[src/rtl/spi_slave_regfile_if.sv]
// SPI pin bundle between an SPI master and the register-file responder.
// Latency: wires only, no storage.
// Backpressure: none; the master paces every bit with SCLK.
interface spi_slave_regfile_if;
  logic spi_sclk;
  logic spi_ss_n;
  logic spi_mosi;
  logic spi_miso;
  logic spi_miso_oe;

  modport slave (
    input  spi_sclk,
    input  spi_ss_n,
    input  spi_mosi,
    output spi_miso,
    output spi_miso_oe
  );

  modport master (
    output spi_sclk,
    output spi_ss_n,
    output spi_mosi,
    input  spi_miso,
    input  spi_miso_oe
  );
endinterface

[src/rtl/spi_slave_regfile.sv]
// SPI mode-0 responder in front of a 32x8 register file with a command/data byte framing.
// Latency: pins reach the core after SYNC_STAGES flops; writes commit on the 8th rise, wr_pulse one cycle later.
// Backpressure: none; the master owns SCLK and the local port is always ready.
module spi_slave_regfile #(
  parameter int NUM_REGS    = 32,
  parameter int SYNC_STAGES = 2
) (
  input  logic                        clk_clk,
  input  logic                        reset_reset,
  spi_slave_regfile_if.slave          spi,
  input  logic [7:0]                  status_in,
  output logic                        wr_pulse,
  output logic [$clog2(NUM_REGS)-1:0] wr_addr,
  output logic [7:0]                  wr_data,
  input  logic                        loc_we,
  input  logic [$clog2(NUM_REGS)-1:0] loc_addr,
  input  logic [7:0]                  loc_wdata,
  output logic [7:0]                  loc_rdata,
  output logic                        busy
);

  localparam int AW = $clog2(NUM_REGS);

  typedef enum logic [1:0] {
    ST_IDLE,
    ST_CMD,
    ST_DATA
  } state_t;

  state_t state, state_d;

  logic [SYNC_STAGES-1:0] sclk_sh;
  logic [SYNC_STAGES-1:0] ss_sh;
  logic [SYNC_STAGES-1:0] mosi_sh;
  logic                   sclk_q;
  logic                   ss_q;

  logic sclk_s, ss_s, mosi_s;
  logic sclk_rise, sclk_fall, ss_fall;
  logic rise_act, fall_act;

  logic [2:0]    bit_cnt;
  logic [6:0]    rx_sh;
  logic [7:0]    rx_byte;
  logic [7:0]    sh_out;
  logic [AW-1:0] cmd_addr;
  logic          cmd_dir;
  logic          load_pend;

  logic start;
  logic byte_done;
  logic spi_we;

  logic [7:0] regs [NUM_REGS];

  // Synchronize the SPI pins into the core clock domain and keep one extra tap for edge detection.
  // The ss_n chain resets low so a select that is already asserted after reset never looks like a
  // fresh falling edge; the master's leftover bits are then ignored until it reselects.
  always_ff @(posedge clk_clk) begin
    if (reset_reset) begin
      sclk_sh <= '0;
      ss_sh   <= '0;
      mosi_sh <= '0;
      sclk_q  <= 1'b0;
      ss_q    <= 1'b0;
    end else begin
      sclk_sh <= {sclk_sh[SYNC_STAGES-2:0], spi.spi_sclk};
      ss_sh   <= {ss_sh[SYNC_STAGES-2:0], spi.spi_ss_n};
      mosi_sh <= {mosi_sh[SYNC_STAGES-2:0], spi.spi_mosi};
      sclk_q  <= sclk_sh[SYNC_STAGES-1];
      ss_q    <= ss_sh[SYNC_STAGES-1];
    end
  end

  assign sclk_s    = sclk_sh[SYNC_STAGES-1];
  assign ss_s      = ss_sh[SYNC_STAGES-1];
  assign mosi_s    = mosi_sh[SYNC_STAGES-1];
  assign sclk_rise = sclk_s & ~sclk_q;
  assign sclk_fall = ~sclk_s & sclk_q;
  assign ss_fall   = ss_q & ~ss_s;

  // SCLK edges only count inside a selected transaction.
  assign rise_act = sclk_rise & ~ss_s & (state != ST_IDLE);
  assign fall_act = sclk_fall & ~ss_s & (state != ST_IDLE);
  assign rx_byte  = {rx_sh, mosi_s};

  // State register.
  always_ff @(posedge clk_clk) begin
    if (reset_reset) begin
      state <= ST_IDLE;
    end else begin
      state <= state_d;
    end
  end

  // Next-state and per-cycle control strobes; deselect aborts from any state.
  always_comb begin
    state_d   = state;
    start     = 1'b0;
    byte_done = 1'b0;
    spi_we    = 1'b0;
    case (state)
      ST_IDLE: begin
        if (ss_fall) begin
          state_d = ST_CMD;
          start   = 1'b1;
        end
      end
      ST_CMD: begin
        if (ss_s) begin
          state_d = ST_IDLE;
        end else if (rise_act && bit_cnt == 3'd7) begin
          state_d   = ST_DATA;
          byte_done = 1'b1;
        end
      end
      ST_DATA: begin
        if (ss_s) begin
          state_d = ST_IDLE;
        end else if (rise_act && bit_cnt == 3'd7) begin
          byte_done = 1'b1;
          spi_we    = cmd_dir;
        end
      end
      default: state_d = ST_IDLE;
    endcase
  end

  // Bit counter, receive/transmit shifters, command latch and the committed-write strobe.
  // The fall right after a byte's 8th rise is skipped (bit_cnt == 0) so the freshly loaded
  // first bit of the next byte stays on MISO until the master samples it.
  always_ff @(posedge clk_clk) begin
    if (reset_reset) begin
      bit_cnt   <= '0;
      rx_sh     <= '0;
      sh_out    <= '0;
      cmd_addr  <= '0;
      cmd_dir   <= 1'b0;
      load_pend <= 1'b0;
      wr_pulse  <= 1'b0;
      wr_addr   <= '0;
      wr_data   <= '0;
    end else begin
      wr_pulse  <= 1'b0;
      load_pend <= 1'b0;
      if (start) begin
        sh_out  <= status_in;
        bit_cnt <= '0;
      end
      if (rise_act) begin
        bit_cnt <= bit_cnt + 3'd1;
        rx_sh   <= rx_byte[6:0];
      end
      if (fall_act && bit_cnt != 3'd0) begin
        sh_out <= {sh_out[6:0], 1'b0};
      end
      if (byte_done && state == ST_CMD) begin
        cmd_addr <= rx_byte[7 -: AW];
        cmd_dir  <= rx_byte[1];
        if (rx_byte[1]) begin
          sh_out <= '0;
        end else begin
          load_pend <= 1'b1;
        end
      end
      if (byte_done && state == ST_DATA && !cmd_dir) begin
        load_pend <= 1'b1;
      end
      if (spi_we) begin
        wr_pulse <= 1'b1;
        wr_addr  <= cmd_addr;
        wr_data  <= rx_byte;
      end
      // Read data is fetched one cycle after the boundary so a just-latched address is used.
      if (load_pend) begin
        sh_out <= regs[cmd_addr];
      end
    end
  end

  // Register file: local write first, SPI write last so the SPI side wins a same-address collision.
  always_ff @(posedge clk_clk) begin
    if (reset_reset) begin
      for (int i = 0; i < NUM_REGS; i++) begin
        regs[i] <= '0;
      end
    end else begin
      if (loc_we) begin
        regs[loc_addr] <= loc_wdata;
      end
      if (spi_we) begin
        regs[cmd_addr] <= rx_byte;
      end
    end
  end

  // Registered local read port.
  always_ff @(posedge clk_clk) begin
    if (reset_reset) begin
      loc_rdata <= '0;
    end else begin
      loc_rdata <= regs[loc_addr];
    end
  end

  // MISO is only driven while a transaction is open; leaving it drops data and enable together.
  assign busy            = (state != ST_IDLE);
  assign spi.spi_miso_oe = busy;
  assign spi.spi_miso    = busy & sh_out[7];

endmodule

[src/flat_wrapper.sv]
// flat-port wrapper written by rule: the top's interface ports become plain ports
module spi_slave_regfile_flat 
#(
  parameter int NUM_REGS    = 32,
  parameter int SYNC_STAGES = 2
)
  (clk_clk, reset_reset, status_in, wr_pulse, wr_addr, wr_data, loc_we, loc_addr, loc_wdata, loc_rdata, busy, spi_spi_sclk, spi_spi_ss_n, spi_spi_mosi, spi_spi_miso, spi_spi_miso_oe);
  spi_slave_regfile_if spi_i ();
  input  logic clk_clk;
  input  logic reset_reset;
  input  logic [7:0] status_in;
  output logic wr_pulse;
  output logic [$clog2(NUM_REGS)-1:0] wr_addr;
  output logic [7:0] wr_data;
  input  logic loc_we;
  input  logic [$clog2(NUM_REGS)-1:0] loc_addr;
  input  logic [7:0] loc_wdata;
  output logic [7:0] loc_rdata;
  output logic busy;
  input wire logic [$bits(spi_i.spi_sclk)-1:0] spi_spi_sclk;
  input wire logic [$bits(spi_i.spi_ss_n)-1:0] spi_spi_ss_n;
  input wire logic [$bits(spi_i.spi_mosi)-1:0] spi_spi_mosi;
  output wire logic [$bits(spi_i.spi_miso)-1:0] spi_spi_miso;
  output wire logic [$bits(spi_i.spi_miso_oe)-1:0] spi_spi_miso_oe;
  assign spi_i.spi_sclk = spi_spi_sclk;
  assign spi_i.spi_ss_n = spi_spi_ss_n;
  assign spi_i.spi_mosi = spi_spi_mosi;
  assign spi_spi_miso = spi_i.spi_miso;
  assign spi_spi_miso_oe = spi_i.spi_miso_oe;
  spi_slave_regfile #(.NUM_REGS(NUM_REGS), .SYNC_STAGES(SYNC_STAGES)) u_core (.clk_clk(clk_clk), .reset_reset(reset_reset), .spi(spi_i), .status_in(status_in), .wr_pulse(wr_pulse), .wr_addr(wr_addr), .wr_data(wr_data), .loc_we(loc_we), .loc_addr(loc_addr), .loc_wdata(loc_wdata), .loc_rdata(loc_rdata), .busy(busy));
endmodule
[config.mk]
export PLATFORM = sky130hd
export DESIGN_NAME = spi_slave_regfile_flat
export DESIGN_NICKNAME = d
export VERILOG_FILES = /design/src/rtl/spi_slave_regfile_if.sv /design/src/rtl/spi_slave_regfile.sv /design/src/flat_wrapper.sv
export SDC_FILE = /design/constraint.sdc
export NUM_CORES = 1
export LEC_CHECK = 0
export CORE_MARGIN = 5
export CORE_UTILIZATION = 35
export DETAILED_ROUTE_END_ITERATION = 7
export PLACE_DENSITY = 0.49
export SKIP_CTS_REPAIR_TIMING = 1
export SLEW_MARGIN = 20
export SYNTH_ARGS = -nofsm -noshare
export SYNTH_HDL_FRONTEND = slang
export SYNTH_SLANG_ARGS = --single-unit
[constraint.sdc]
create_clock -name clk_clk -period 3.05 [get_ports clk_clk]
set_input_delay 0.4575 -clock clk_clk [delete_from_list [all_inputs] [get_ports clk_clk]]
set_output_delay 0.4575 -clock clk_clk [all_outputs]
set_load 0.01 [all_outputs]
* After elaboration in Yosys (flattened, before gate mapping)
Memories as Yosys holds them, arrays and structs flattened. A register that Yosys moved wholly into a read port is not among the register bits.
Cells that the tools add are included.
** Storage, ports and cells
- Memories kept :: 1
- Flip-flop bits (word level) :: 49
- Word-level logic and storage cells :: 87
- Bits of input ports :: 27
- Memory bits (writable) :: 256
- Output and inout bits :: 25
** Memories
- u_core.regs :: words 32, width 8, read ports 2, clocked after memory_dff 2, write ports 32, RTL line spi_slave_regfile.sv:54 : logic [7:0] regs [NUM_REGS];
** Cells by class
- Add/subtract/negate cells :: 1
- Eq/ne operators :: 6
- Multiplexer cells :: 39
- Bitwise gates (word level) :: 11
- Reductions and logical operators :: 14
** Operator list (count)
- 8-bit 2-to-1 mux :: 7
- 1-bit 2-to-1 mux :: 21
- 5-bit 2-to-1 mux :: 4
- 8-bit OR reduction :: 2
- 1-bit AND :: 8
- 2-bit 2-to-1 mux :: 4
- 3-bit 2-to-1 mux :: 2
- 2-bit case mux with 3 select lines :: 1
- 1-bit logical AND :: 5
- 2-bit by 1-bit != test with 1-bit output (second input constant) :: 2
- 2-bit nonzero test :: 2
- 3-bit by 1-bit adder with 3-bit output (second input constant) :: 1
- 3-bit equality test (second input constant) :: 1
- 3-bit by 1-bit != test with 1-bit output (second input constant) :: 1
- 1-bit inverter :: 3
- 3-bit AND reduction :: 1
- 3-bit nonzero test :: 1
- 2-bit by 1-bit equality test with 1-bit output (second input constant) :: 1
- 2-bit equality test (second input constant) :: 1
- 2-bit zero test :: 1
- 2-bit OR reduction :: 1
- 1-bit zero test :: 1

* Depth between registers and ports, before layout
- Depth after elaboration :: 13
- Mapped depth :: 9
- Gate-level depth less buffers :: 7

* Worst setup path after synthesis
OpenSTA, ideal clock, no wires.
- Path kind :: reg2reg
- From :: register u_core.state[0]
- To :: memory u_core.regs[25][0] (enable)
- Library setup time :: 0.328 ns
- Buffers on the path :: 1
- Slack :: 0.499 ns
- Data required time :: 2.722 ns
- Data arrival time :: 2.223 ns
- Stages on the path, launching flop included :: 8
- Period minus slack after synthesis :: 2.551 ns
- Path through :: dfxtp_1 inv_1 ha_1 or4b_4 nor4b_4 and2_0 clkbuf_1 or3_1
** RTL lines
- start, declared :: RTL line spi_slave_regfile.sv:30 : state_t state, state_d;
- start signal, assigned :: RTL line spi_slave_regfile.sv:92 : state <= state_d;
- end, declared :: RTL line spi_slave_regfile.sv:54

==> impl_results.html <==
<table>
<tr><th>Metric</th><th>Value</th></tr>
<tr><th colspan="2">Timing</th></tr>
<tr><td>Final setup slack of the worst path</td><td>0.152 ns</td></tr>
<tr><td>Final-report max-slew violation count</td><td>0</td></tr>
<tr><td>Final clock skew</td><td>0.0416 ns</td></tr>
<tr><td>Min Clock Period, post-route</td><td>2.90 ns</td></tr>
<tr><td>Slew @ Worst Pin</td><td>1.02 ns</td></tr>
<tr><td>Ratio of final minimum period to clock period</td><td>95.0%</td></tr>
<tr><td>Setup repair after global routing missed its margin</td><td>no</td></tr>
<tr><td>Max Fclk</td><td>345 MHz</td></tr>
<tr><td>Slew headroom</td><td>31.5%</td></tr>
<tr><td>Final setup violation count</td><td>0</td></tr>
<tr><td>TNS Setup</td><td>0 ns</td></tr>
<tr><td>Final hold violation count</td><td>0</td></tr>
<tr><th colspan="2">Critical path</th></tr>
<tr><td>Crit. End Element</td><td>flop</td></tr>
<tr><td>Buffer and inverter count on the worst path</td><td>2</td></tr>
<tr><td>WP data required</td><td>3.28 ns</td></tr>
<tr><td>Slowest library cell on the worst path</td><td>or4b_4</td></tr>
<tr><td>Worst reg-to-reg setup slack</td><td>0.15 ns</td></tr>
<tr><td>R2R depth</td><td>7</td></tr>
<tr><td>Cell chain of the critical path</td><td>inv_1, ha_1, or4b_4, nor4b_4, buf_4, and2_1, or3_1</td></tr>
<tr><td>Worst Setup Path Type</td><td>flop to flop</td></tr>
<tr><td>Startpoint kind of the worst setup timing path</td><td>flop</td></tr>
<tr><td>CP delay by family, top</td><td>simple AND/OR/NAND/NOR gates</td></tr>
<tr><td>Max incr delay on CP</td><td>0.69 ns</td></tr>
<tr><td>Largest fanout of any net on the critical path</td><td>13</td></tr>
<tr><td>Worst Path Arrival</td><td>between 3 and 4 ns</td></tr>
<tr><td>Worst flop-to-flop path endpoint</td><td>u_core.regs[20][1]$_DFFE_PP_</td></tr>
<tr><td>Start of the worst register-to-register path</td><td>u_core.state[0]$_SDFFE_PP0P_</td></tr>
<tr><th colspan="2">Placement</th></tr>
<tr><td>Setup slack after placement</td><td>0.0206 ns</td></tr>
<tr><td>DPL Wire Length</td><td>49600 um</td></tr>
<tr><td>Cell Count Post-Placement</td><td>2548</td></tr>
<tr><td>Port Buffer Count</td><td>51</td></tr>
<tr><td>Placer Congestion</td><td>0.960</td></tr>
<tr><td>Instance area at placement</td><td>~20000 sq um</td></tr>
<tr><th colspan="2">Flow run</th></tr>
<tr><td>Max-capacitance violation count</td><td>0</td></tr>
<tr><th colspan="2">Clocking</th></tr>
<tr><td>CTS tree</td><td>yes</td></tr>
<tr><td>Skew-Pair Late Insertion Delay</td><td>0.59 ns</td></tr>
<tr><td>Clk root buf</td><td>clkbuf_16</td></tr>
<tr><td>Clock Pin Slew Worst Setup and Hold Paths</td><td>0.06 ns</td></tr>
<tr><td>Number of buffers between clock root and the deepest sink</td><td>3</td></tr>
<tr><td>TritonCTS buffer count</td><td>39</td></tr>
<tr><td>Total number of H-tree levels</td><td>2</td></tr>
<tr><td>Clock sinks</td><td>~320</td></tr>
<tr><th colspan="2">Worst hold path</th></tr>
<tr><td>Min-delay src</td><td>reset_reset</td></tr>
<tr><td>Worst Hold End</td><td>u_core.cmd_dir$_SDFFE_PP0P_</td></tr>
<tr><td>Worst hold-check path type</td><td>primary input to flop</td></tr>
<tr><td>Hold depth</td><td>2</td></tr>
<tr><th colspan="2">Route</th></tr>
<tr><td>Routed via count divided by cell count</td><td>5.84</td></tr>
<tr><td>DRC violations left</td><td>0</td></tr>
<tr><td>1st-iter DRT viols</td><td>2123</td></tr>
<tr><td>Via Count</td><td>15300</td></tr>
<tr><td>Antenna-violating nets left</td><td>0</td></tr>
<tr><td>Router iterations before antenna repair</td><td>5</td></tr>
<tr><td>Total wirelength of the detailed-routed design</td><td>73900 um</td></tr>
<tr><td>Wire length per cell after detailed routing</td><td>28.2 um</td></tr>
<tr><th colspan="2">Layout</th></tr>
<tr><td>Share of final-layout standard cells stronger than drive strength 1</td><td>17.4%</td></tr>
<tr><td>Most common library cell in the layout ignoring fill and taps</td><td>nand2_1</td></tr>
<tr><td>Number of non-filler instances in the completed layout</td><td>between 2000 and 3000</td></tr>
<tr><td>Total Nets Final</td><td>1935</td></tr>
<tr><td>Highest-count cells in the layout ignoring fill and taps</td><td>nand2_1 (566), edfxtp_1 (256), o21ai_0 (235)</td></tr>
<tr><td>Final core area utilization</td><td>about two fifths</td></tr>
<tr><td>Final instance area</td><td>21500 sq um</td></tr>
<tr><td>Area overhead of the layout relative to synthesis</td><td>17.1%</td></tr>
<tr><th colspan="2">Power and ir drop</th></tr>
<tr><td>P per Cell Area</td><td>511 nW/um^2</td></tr>
<tr><td>Largest voltage drop on the vdd net</td><td>between 300 and 400 uV</td></tr>
<tr><td>LEAKAGE</td><td>0.00682 uW</td></tr>
<tr><th colspan="2">Yosys</th></tr>
<tr><td>Synth async-reset ratio</td><td>0%</td></tr>
<tr><td>Mean post-synth cell area</td><td>around 10 sq um</td></tr>
<tr><td>Prevailing post-synth register cell</td><td>edfxtp_1</td></tr>
<tr><td>Flops &amp; latches, synth</td><td>318</td></tr>
<tr><td>Cell variety after synth</td><td>56</td></tr>
<tr><td>EDFF count, synth</td><td>256</td></tr>
<tr><td>Share of synthesized area occupied by flip-flops and latches</td><td>48.6%</td></tr>
<tr><td>Netlist area before placement</td><td>between 15000 and 20000 sq um</td></tr>
<tr><td>Synth Warn #</td><td>0</td></tr>
<tr><td>Count of mapped cells out of synthesis</td><td>1836</td></tr>
<tr><td>Net count of the mapped netlist</td><td>1870</td></tr>
<tr><th colspan="2">Floorplan</th></tr>
<tr><td>Top-level port count</td><td>52</td></tr>
<tr><td>Die area</td><td>57200 sq um</td></tr>
<tr><td>Floorplan die width</td><td>239 um</td></tr>
<tr><td>Area of the core</td><td>52200 sq um</td></tr>
<tr><td>Rows</td><td>84</td></tr>
<tr><td>Die height</td><td>239 um</td></tr>
<tr><td>Initial standard-cell utilization of the core</td><td>35.2%</td></tr>
<tr><th colspan="2">Outcome</th></tr>
<tr><td>Status</td><td>completed</td></tr>
<tr><th colspan="2">GRT</th></tr>
<tr><td>Global-route wire length before repair</td><td>approximately 110000 um</td></tr>
<tr><td>Antenna violations before repair</td><td>2</td></tr>
<tr><td>Maximum number of pins on one net before global-route repair</td><td>34</td></tr>
<tr><td>Number of global-route vias before repair</td><td>14600</td></tr>
<tr><td>Gr usage total</td><td>25.4%</td></tr>
<tr><td>Total overflow reported by the global router</td><td>0</td></tr>
</table>
## flip-flops by register name, indices dropped and copies added (netlist names), 2 cells and up, named ones only
name / cells
u_core.loc_rdata: 8
u_core.sh_out: 8
u_core.ss_sh: 2
u_core.wr_addr: 5
u_core.mosi_sh: 2
u_core.bit_cnt: 3
u_core.state: 2
u_core.wr_data: 8
u_core.regs: 256
u_core.sclk_sh: 2
u_core.rx_sh: 7
u_core.cmd_addr: 5
## logic make-up (layout without fill, tap and decap cells)
| kind of cell | after synthesis | in the layout | synth area share [%] |
|---|---|---|---|
| flops | 318 | 318 | 48.6 |
| other cells | 0 | 2 | 0 |
| simple gates | 786 | 786 | 18.4 |
| compound gates | 372 | 372 | 11.6 |
| fa+ha+maj | 7 | 7 | 0.477 |
| mux | 180 | 180 | 17.0 |
| buf+inv | 173 | 269 | 3.93 |
## cell usage after synthesis (3+ instances only)
| library cell | n | area [sq um] |
|---|---|---|
| nand2_1 | 566 | 2120 |
| edfxtp_1 | 256 | 7690 |
| o21ai_0 | 235 | 1180 |
| clkbuf_1 | 112 | 420 |
| mux4_2 | 104 | 2340 |
| nor2_1 | 96 | 360 |
| mux2i_1 | 65 | 651 |
| dfxtp_1 | 62 | 1240 |
| buf_2 | 40 | 200 |
| or3_1 | 36 | 225 |
| a21oi_1 | 35 | 175 |
| a221oi_1 | 18 | 158 |
| a22o_1 | 18 | 158 |
| a22oi_1 | 18 | 135 |
| nand3_1 | 18 | 90.1 |
| and2_1 | 12 | 75.1 |
| mux2_2 | 11 | 124 |
| nor2b_1 | 11 | 68.8 |
| o22ai_1 | 11 | 68.8 |
| inv_1 | 10 | 37.5 |
| o21ai_1 | 10 | 50.1 |
| a31oi_1 | 8 | 50.1 |
| o221ai_1 | 8 | 70.1 |
| ha_1 | 7 | 87.6 |
| buf_1 | 5 | 18.8 |
| nand3b_1 | 5 | 37.5 |
| nand4_1 | 5 | 31.3 |
| a2111oi_0 | 4 | 35.0 |
| and3b_1 | 4 | 35.0 |
| buf_4 | 4 | 30.0 |
| or3b_2 | 4 | 35.0 |
| nand4b_1 | 3 | 26.3 |
| nor3b_1 | 3 | 22.5 |
| nor4b_4 | 3 | 71.3 |
| o311ai_0 | 3 | 26.3 |
## worst register-to-register path, stage by stage (launching register included)
cell	delay, ns
dfxtp_1	0.36
inv_1	0.09
ha_1	0.29
or4b_4	0.69
nor4b_4	0.36
buf_4	0.20
and2_1	0.21
or3_1	0.35
## how the worst max path moves through the flow
stage	start	endpoint	slack [ns]	depth (start not counted)
after global routing	u_core.state[0]$_SDFFE_PP0P_	u_core.regs[20][1]$_DFFE_PP_	0.07	7
after floorplan	u_core.state[0]$_SDFFE_PP0P_	u_core.regs[25][0]$_DFFE_PP_	0.50	7
after CTS	u_core.state[0]$_SDFFE_PP0P_	u_core.regs[20][1]$_DFFE_PP_	0.19	7
final	u_core.state[0]$_SDFFE_PP0P_	u_core.regs[20][1]$_DFFE_PP_	0.15	7
after detailed placement	loc_we	u_core.regs[14][7]$_DFFE_PP_	0.02	5
after global placement	loc_we	u_core.regs[6][3]$_DFFE_PP_	0.03	5
## where the power goes
group	switching (uW)	internal [uW]
combinational	604	407
sequential	169	4900
clock	1970	2940
total	2750	8240
## per-stage QoR
stage               hold WS [ns]  total power, uW
detailed placement         0.431             6140
global route               0.252            11300
finish                     0.240            11000
CTS                        0.225            11000
floorplan                  0.414             5640
global placement           0.420             6130
## final cells by class
class / count / area (sq um)
Tap cell: 688 / 861
Multi-Input combinational cell: 1345 / 8720
Clock inverter: 17 / 206
Clock buffer: 55 / 1130
Inverter: 11 / 41.3
Antenna cell: 2 / 5.00
Sequential cell: 318 / 8940
Timing Repair Buffer: 186 / 1600
Fill cell: 4995 / 30700
## per-layer routing
layer	vias to the layer above	wire (um)	global-route usage, %
met3	165	7450	4.82
met1	7490	31200	36.4
li1	6801	-	-
met5	-	0	0
met2	868	32300	38.7
met4	0	2910	8.96
Note: power is estimated with default switching activity, not from simulation.
